### src/rtl/pulse_train.sv
// pulse_train: programmable burst generator.
//
// A start request is accepted while idle with a non-zero count. The block
// then waits DLY cycles, emits count pulses of LEN cycles high separated by
// GAP cycles low, and strobes done for one cycle on normal completion.
// abort terminates a burst without done. A start with count==0 produces a
// done strobe only.
//
// State table:
//   state | meaning
//   IDLE  | waiting for start; busy=0
//   DELAY | initial wait of DLY cycles before the first pulse
//   HIGH  | pulse output high for LEN cycles
//   LOW   | gap between pulses, GAP cycles low
//
// Ports:
//   clk    in   1      clock, all logic on posedge
//   rst    in   1      synchronous reset, active-high
//   start  in   1      burst request, sampled only while idle
//   count  in   CNT_W  pulses per burst, latched on acceptance
//   abort  in   1      terminate the current burst
//   busy   out  1      burst in progress (registered)
//   pulse  out  1      generated pulse (registered)
//   done   out  1      one-cycle completion strobe (registered)

module pulse_train #(
    parameter int DLY   = 3,
    parameter int LEN   = 2,
    parameter int GAP   = 2,
    parameter int CNT_W = 8
) (
    input  logic             clk,
    input  logic             rst,
    input  logic             start,
    input  logic [CNT_W-1:0] count,
    input  logic             abort,
    output logic             busy,
    output logic             pulse,
    output logic             done
);

    localparam int MAX_DL = (DLY > LEN) ? DLY : LEN;
    localparam int MAX_PH = (MAX_DL > GAP) ? MAX_DL : GAP;
    localparam int PH_W   = $clog2(MAX_PH + 1);

    // Phase counter is a down-counter that terminates at zero, so each
    // phase loads its length minus one.
    localparam logic [PH_W-1:0] DLY_LD = (DLY > 0) ? PH_W'(DLY - 1) : '0;
    localparam logic [PH_W-1:0] LEN_LD = PH_W'(LEN - 1);
    localparam logic [PH_W-1:0] GAP_LD = PH_W'(GAP - 1);

    generate
        if (LEN < 1 || GAP < 1) begin : g_bad_param
            $error("pulse_train: LEN and GAP must both be at least 1");
        end
        if (DLY < 0) begin : g_bad_dly
            $error("pulse_train: DLY must be non-negative");
        end
    endgenerate

    typedef enum logic [1:0] {
        IDLE  = 2'd0,
        DELAY = 2'd1,
        HIGH  = 2'd2,
        LOW   = 2'd3
    } state_t;

    state_t           state;
    logic [PH_W-1:0]  phase;
    logic [CNT_W-1:0] remaining;

    always_ff @(posedge clk) begin
        if (rst) begin
            state     <= IDLE;
            phase     <= '0;
            remaining <= '0;
            busy      <= 1'b0;
            pulse     <= 1'b0;
            done      <= 1'b0;
        end else begin
            done <= 1'b0;
            case (state)
                IDLE: begin
                    // abort while idle is a no-op but still blocks a start
                    if (start && !abort) begin
                        if (count == '0) begin
                            done <= 1'b1;
                        end else begin
                            remaining <= count;
                            busy      <= 1'b1;
                            if (DLY == 0) begin
                                state <= HIGH;
                                phase <= LEN_LD;
                                pulse <= 1'b1;
                            end else begin
                                state <= DELAY;
                                phase <= DLY_LD;
                            end
                        end
                    end
                end

                DELAY: begin
                    if (abort) begin
                        state     <= IDLE;
                        phase     <= '0;
                        remaining <= '0;
                        busy      <= 1'b0;
                        pulse     <= 1'b0;
                    end else if (phase == '0) begin
                        state <= HIGH;
                        phase <= LEN_LD;
                        pulse <= 1'b1;
                    end else begin
                        phase <= phase - 1'b1;
                    end
                end

                HIGH: begin
                    if (abort) begin
                        state     <= IDLE;
                        phase     <= '0;
                        remaining <= '0;
                        busy      <= 1'b0;
                        pulse     <= 1'b0;
                    end else if (phase == '0) begin
                        pulse <= 1'b0;
                        // remaining is decremented here; a value of one means
                        // this was the last pulse of the burst
                        if (remaining == CNT_W'(1)) begin
                            state     <= IDLE;
                            remaining <= '0;
                            busy      <= 1'b0;
                            done      <= 1'b1;
                        end else begin
                            state     <= LOW;
                            remaining <= remaining - 1'b1;
                            phase     <= GAP_LD;
                        end
                    end else begin
                        phase <= phase - 1'b1;
                    end
                end

                LOW: begin
                    if (abort) begin
                        state     <= IDLE;
                        phase     <= '0;
                        remaining <= '0;
                        busy      <= 1'b0;
                        pulse     <= 1'b0;
                    end else if (phase == '0) begin
                        state <= HIGH;
                        phase <= LEN_LD;
                        pulse <= 1'b1;
                    end else begin
                        phase <= phase - 1'b1;
                    end
                end

                default: begin
                    state     <= IDLE;
                    phase     <= '0;
                    remaining <= '0;
                    busy      <= 1'b0;
                    pulse     <= 1'b0;
                end
            endcase
        end
    end

endmodule

### config.mk
export PLATFORM = sky130hd
export DESIGN_NAME = pulse_train
export DESIGN_NICKNAME = d
export VERILOG_FILES = /design/src/rtl/pulse_train.sv
export SDC_FILE = /design/constraint.sdc
export NUM_CORES = 1
export LEC_CHECK = 0
export ABC_CLOCK_PERIOD_IN_PS = 4300
export CORE_UTILIZATION = 56
export CTS_CLUSTER_DIAMETER = 30
export DETAILED_ROUTE_END_ITERATION = 6
export PLACE_DENSITY = 0.82
export SKIP_LAST_GASP = 1
export SLEW_MARGIN = 30
export SYNTH_ARGS = -nofsm -noshare
export SYNTH_HDL_FRONTEND = slang
export SYNTH_SLANG_ARGS = --single-unit
### constraint.sdc
create_clock -name clk -period 4.3 [get_ports clk]
set_clock_uncertainty 0.15 [all_clocks]
set_input_delay 0.86 -clock clk [delete_from_list [all_inputs] [get_ports clk]]
set_output_delay 0.86 -clock clk [all_outputs]
set_load 0.03 [all_outputs]
# Yosys cells after proc, flatten, opt, wreduce, memory -nomap -nowiden
# Index checks and enable logic that the tools add are counted.
# classes
mux,41
addsub,2
n_eq_ne,11
reduce_logical,12
# op_table
operator,n
two-way mux 8 bit,6
two-way mux 2 bit,14
case mux 8 bit (3 select lines),1
two-way mux 1 bit,15
case mux 2 bit (3 select lines),2
== test 8 x 1 -> 1 bit (second input constant),1
logical NOT 8 bit,1
AND reduction 4 bit,2
subtractor 8 x 1 -> 8 bit (second input constant),1
!= test 3 bit (second input constant),2
AND reduction 3 bit,2
AND reduction 5 bit,1
== test 2 bit (second input constant),2
logical NOT 2 bit,2
!= test 2 bit (second input constant),2
!= test 4 bit (second input constant),1
case mux 1 bit (2 select lines),2
!= test 3 x 1 -> 1 bit (second input constant),1
case mux 1 bit (3 select lines),1
== test 2 x 1 -> 1 bit (second input constant),1
!= test 2 x 1 -> 1 bit (second input constant),1
nonzero test 2 bit,1
OR reduction 2 bit,1
subtractor 2 x 1 -> 2 bit (second input constant),1
2 further kinds,2
# word_totals
inputBits,12
wordCells,72
ff_bits,15
out_inout_bits,3

# Logic depth before layout (Yosys ltp)
# depth
depth_word,5
depth_mapped,6

# Least setup slack after synthesis
# OpenSTA, ideal clock, no wires.
# synth_timing
path_type,in2reg
from,input port abort
to,register remaining[2]
path_stages,5
path_buffers,1
setup_time_ns,0.092
arrival_ns,1.877
setup_slack_ns,2.181
cell_sequence,clkbuf_1 > nor2b_1 > o221a_2 > nand2_1 > o32ai_1
# synth_between
elab_chain_cells,4
elab_cells_between_ends,8
classes_between,eq/ne: 3; mux: 2; reduce/logical: 3
# synth_rtl
item,line,source
"start, declared",36,"input logic abort,"
logical NOT 1 bit,85,if (start && !abort) begin
logical AND 1 bit,85,
!= test 2 bit (no source line),--,
AND reduction 4 bit (no source line),--,
"end signal, assigned",89,remaining <= count;
"end signal, assigned",137,remaining <= remaining - 1'b1;
"end, declared",70,logic [CNT_W-1:0] remaining;
# Several ways; a longest one is shown, not always the timed one.
# A chain may end at the register's enable or synchronous reset.

# Worst setup path after layout
# layout_timing
from,input port abort
to,register remaining[5]
# Same word-level chain as after synthesis.

==> impl_metrics.sql <==
INSERT INTO impl_metrics (metric_group, metric, value, unit) VALUES
('drt', 'wl', '2.61', 'mm'),
('clock_network', 'postCtsHoldBufs', '0', ''),
('sta', 'min_period_over_period', '0.621', ''),
('drt', 'detailroute.wirelength.met3', '224', 'um'),
('die', 'floorplan.die.width', '44.1', 'um'),
('synthesis', 'ys_seq_elements', '15', ''),
('clock_network', 'worst_path_clk_slew', '0.10', 'ns'),
('drt', 'count_of_tritonroute_iterations_in_the_first_routing_pass', '6', ''),
('drt', 'drc_violation_total_after_the_first_tritonroute_iteration', '49', ''),
('global_route', 'wire_length_of_the_first_global_routing_pass', '4.18', 'mm'),
('die', 'die_y', '44.1', 'um'),
('drt', 'viasPerCell', '7.26', ''),
('final_layout', 'nFillCells', '129', ''),
('global_route', 'grt_max_degree', '20', ''),
('worst_setup_path', 'critical-path-max-stage-delay', '0.58', 'ns'),
('placed_design', 'placedInstanceArea', '1120', 'um2'),
('min_path', 'min-delay-path-class', 'register to register', ''),
('synthesis', 'synth_largest_area_cell', 'dfxtp_1', ''),
('clock_network', 'cts_max_path_buffers', '2', ''),
('sta', 'max_slew.worst_pin.slew', '0.861', 'ns'),
('final_layout', 'sequential_cell_area', '300', 'um2'),
('synthesis', 'yosysWarningCount', '0', ''),
('drt', 'uppermost_layer_routed', 'met4', ''),
('global_route', 'grt_antenna_before_repair', '0', ''),
('worst_setup_path', 'library_cell_contributing_the_largest_single_delay_on_the_critical_path', 'clkdlybuf4s50_1', ''),
('final_layout', 'synthToLayoutAreaGrowth', '15.2', '%'),
('pwr', 'p_leak', '0.381', 'nW'),
('synthesis', 'yosys.area.top_type_share', '0.302', ''),
('placed_design', 'gpl.final_weighted_congestion', '0.936', ''),
('drt', 'drt-met1-wl', '1.21', 'mm'),
('drt', 'ant_nets', '0', ''),
('clock_network', 'cts_htree_levels', '1', ''),
('final_layout', 'design_area', '1140', 'um2'),
('worst_setup_path', 'critical_path.endpoint_type', 'register', ''),
('job', 'total_of_max_cap_violations', '0', ''),
('die', 'standard_cell_core_area', '1580', 'um2'),
('clock_network', 'cts_root_buffer', 'clkbuf_4', ''),
('sta', 'period_needed', '2.67', 'ns'),
('pwr', 'power_density', '579', 'nW/um2'),
('sta', 'timing.final.max_slew_violations', '0', ''),
('worst_setup_path', 'arrival', '2.73', 'ns'),
('clock_network', 'post_cts_resize_count', '0', ''),
('sta', 'timing.max_slew.rel_slack', '0.424', ''),
('worst_setup_path', 'timing.critical_path.fanout_max', '11', ''),
('drt', 'route.vias.total', '1089', ''),
('die', 'die_area', '1950', 'um2'),
('clock_network', 'postCtsSetupBuffers', '0', ''),
('pwr', 'max-vdd-ir-drop', '344', 'uV'),
('clock_network', 'cts.sink_count', '15', ''),
('worst_setup_path', 'crit_required', '4.36', 'ns'),
('clock_network', 'tritoncts', 'done', ''),
('final_layout', 'final_layout_size_suffix_gt1_frac', '0.0597', ''),
('final_layout', 'num-nets-final', '149', ''),
('final_layout', 'antenna_cells', '0', ''),
('pwr', 'total_power', '0.663', 'mW'),
('synthesis', 'synth.net_count', '137', ''),
('final_layout', 'post-route-util', '0.726', ''),
('global_route', 'globalRouteOverflowTotal', '0', ''),
('synthesis', 'synth_sequential_area_ratio', '0.302', ''),
('die', 'starting_density_of_the_core', '0.630', ''),
('placed_design', 'place.port_buffers', '14', ''),
('sta', 'hold_viol', '0', ''),
('sta', 'tns', '0', 'ns'),
('synthesis', 'post_syn_area_per_cell', '8.08', 'um2'),
('global_route', 'vias_in_the_first_global_route', '898', ''),
('synthesis', 'syn-instance-count', '123', ''),
('die', 'io_pins', '15', ''),
('synthesis', 'post_synth_main_area_contributors', 'dfxtp_1 30%, a211oi_1 6.0%, nor2_1 4.5%', ''),
('run_status', 'run_status', 'finished clean', ''),
('sta', 'rsz0062_at_grt', 'false', ''),
('synthesis', 'netlist_area', '993', 'um2');
layout make-up:
type	instances	share of cell area
inverter	5	0.0164
clock buffer	3	0.0197
tap	16	0.0175
timing repair buffer	14	0.122
clock inverter	1	0.00437
multi-input combinational	96	0.557
sequential	15	0.262
worst paths after layout:
path            start            to  slack [ns]  depth (start not counted)
max             abort  remaining[5]        1.63                          5
min              busy          busy        0.33                          2
max reg2reg  state[0]  remaining[1]        2.01                          4
min reg2reg      busy          busy        0.33                          2
critical path: cells and delay by family:
family | cells | cell delay, ns
simple gates | 1 | 0.55
buf+inv | 1 | 0.58
compound gates | 3 | 0.73
power breakdown:
part,internal (mW),leakage [nW],switching (mW)
sequential,0.176,0.123,0.0569
combinational,0.143,0.240,0.200
clock,0.0347,0.0177,0.0532
total,0.353,0.381,0.310
cells in the final DEF (no fill, tap or decap), drive strengths merged, types with 3 or more instances in the layout:
cell,count
a22oi,5
a21oi,5
o32ai,4
nand2b,7
nor3,5
o21ai,4
nand3,4
nor2,12
inv,5
clkbuf,3
dfxtp,15
nand2,7
nor4,4
clkdlybuf4s50,14
nor2b,3
a211oi,8
Yosys cell counts:
master,count
dfxtp_1,15
nor2_1,12
a211oi_1,8
nand2_1,7
nand2b_1,7
a22oi_1,5
inv_1,5
nor3_1,5
a21oi_1,4
nand3_1,4
o32ai_1,4
clkbuf_1,3
nor2b_1,3
nor4_1,3
o21ai_0,3
a311oi_1,2
a31oi_1,2
a32oi_1,2
buf_2,2
ha_1,2
nor3b_1,2
o31ai_1,2
o41ai_1,2
or3b_1,2
a21o_1,1
a21oi_4,1
and3_1,1
buf_1,1
buf_6,1
nand4_1,1
nor4_2,1
o211ai_1,1
o21ai_1,1
o221a_2,1
o221ai_2,1
o2bb2ai_1,1
o311ai_0,1
o32a_1,1
or2_1,1
or3_1,1
or4_1,1
layer usage:
layer  track usage  vias up
met5             0        -
met3        0.0367        7
met4         0.103        0
met2         0.403       64
li1              -      502
met1         0.435      516
cell families after synthesis:
group                      Yosys count  synth area share
adders and majority gates            2            0.0252
DFF                                 15             0.302
and+or+nand+nor                     51             0.277
AOI/OAI and AO/OA                   43             0.340
buffers and inverters               12            0.0554
through the flow:
| stage | instances | hold WS [ns] | setup slack (ns) |
|---|---|---|---|
| 2_1_floorplan | 123 | 0.343 | 2.18 |
| 3_3_place_gp | 146 | 0.311 | 1.45 |
| 3_5_place_dp | 146 | 0.313 | 1.35 |
| 4_1_cts | 150 | 0.336 | 1.66 |
| 5_1_grt | 150 | 0.357 | 1.53 |
| 6_report | 150 | 0.335 | 1.63 |
state kept, by name (all words and copies together) (netlist names):
name	flops
remaining	8
state	2
pulse	1
done	1
busy	1
phase	2
No activity file was read; power rests on OpenSTA's default activity.
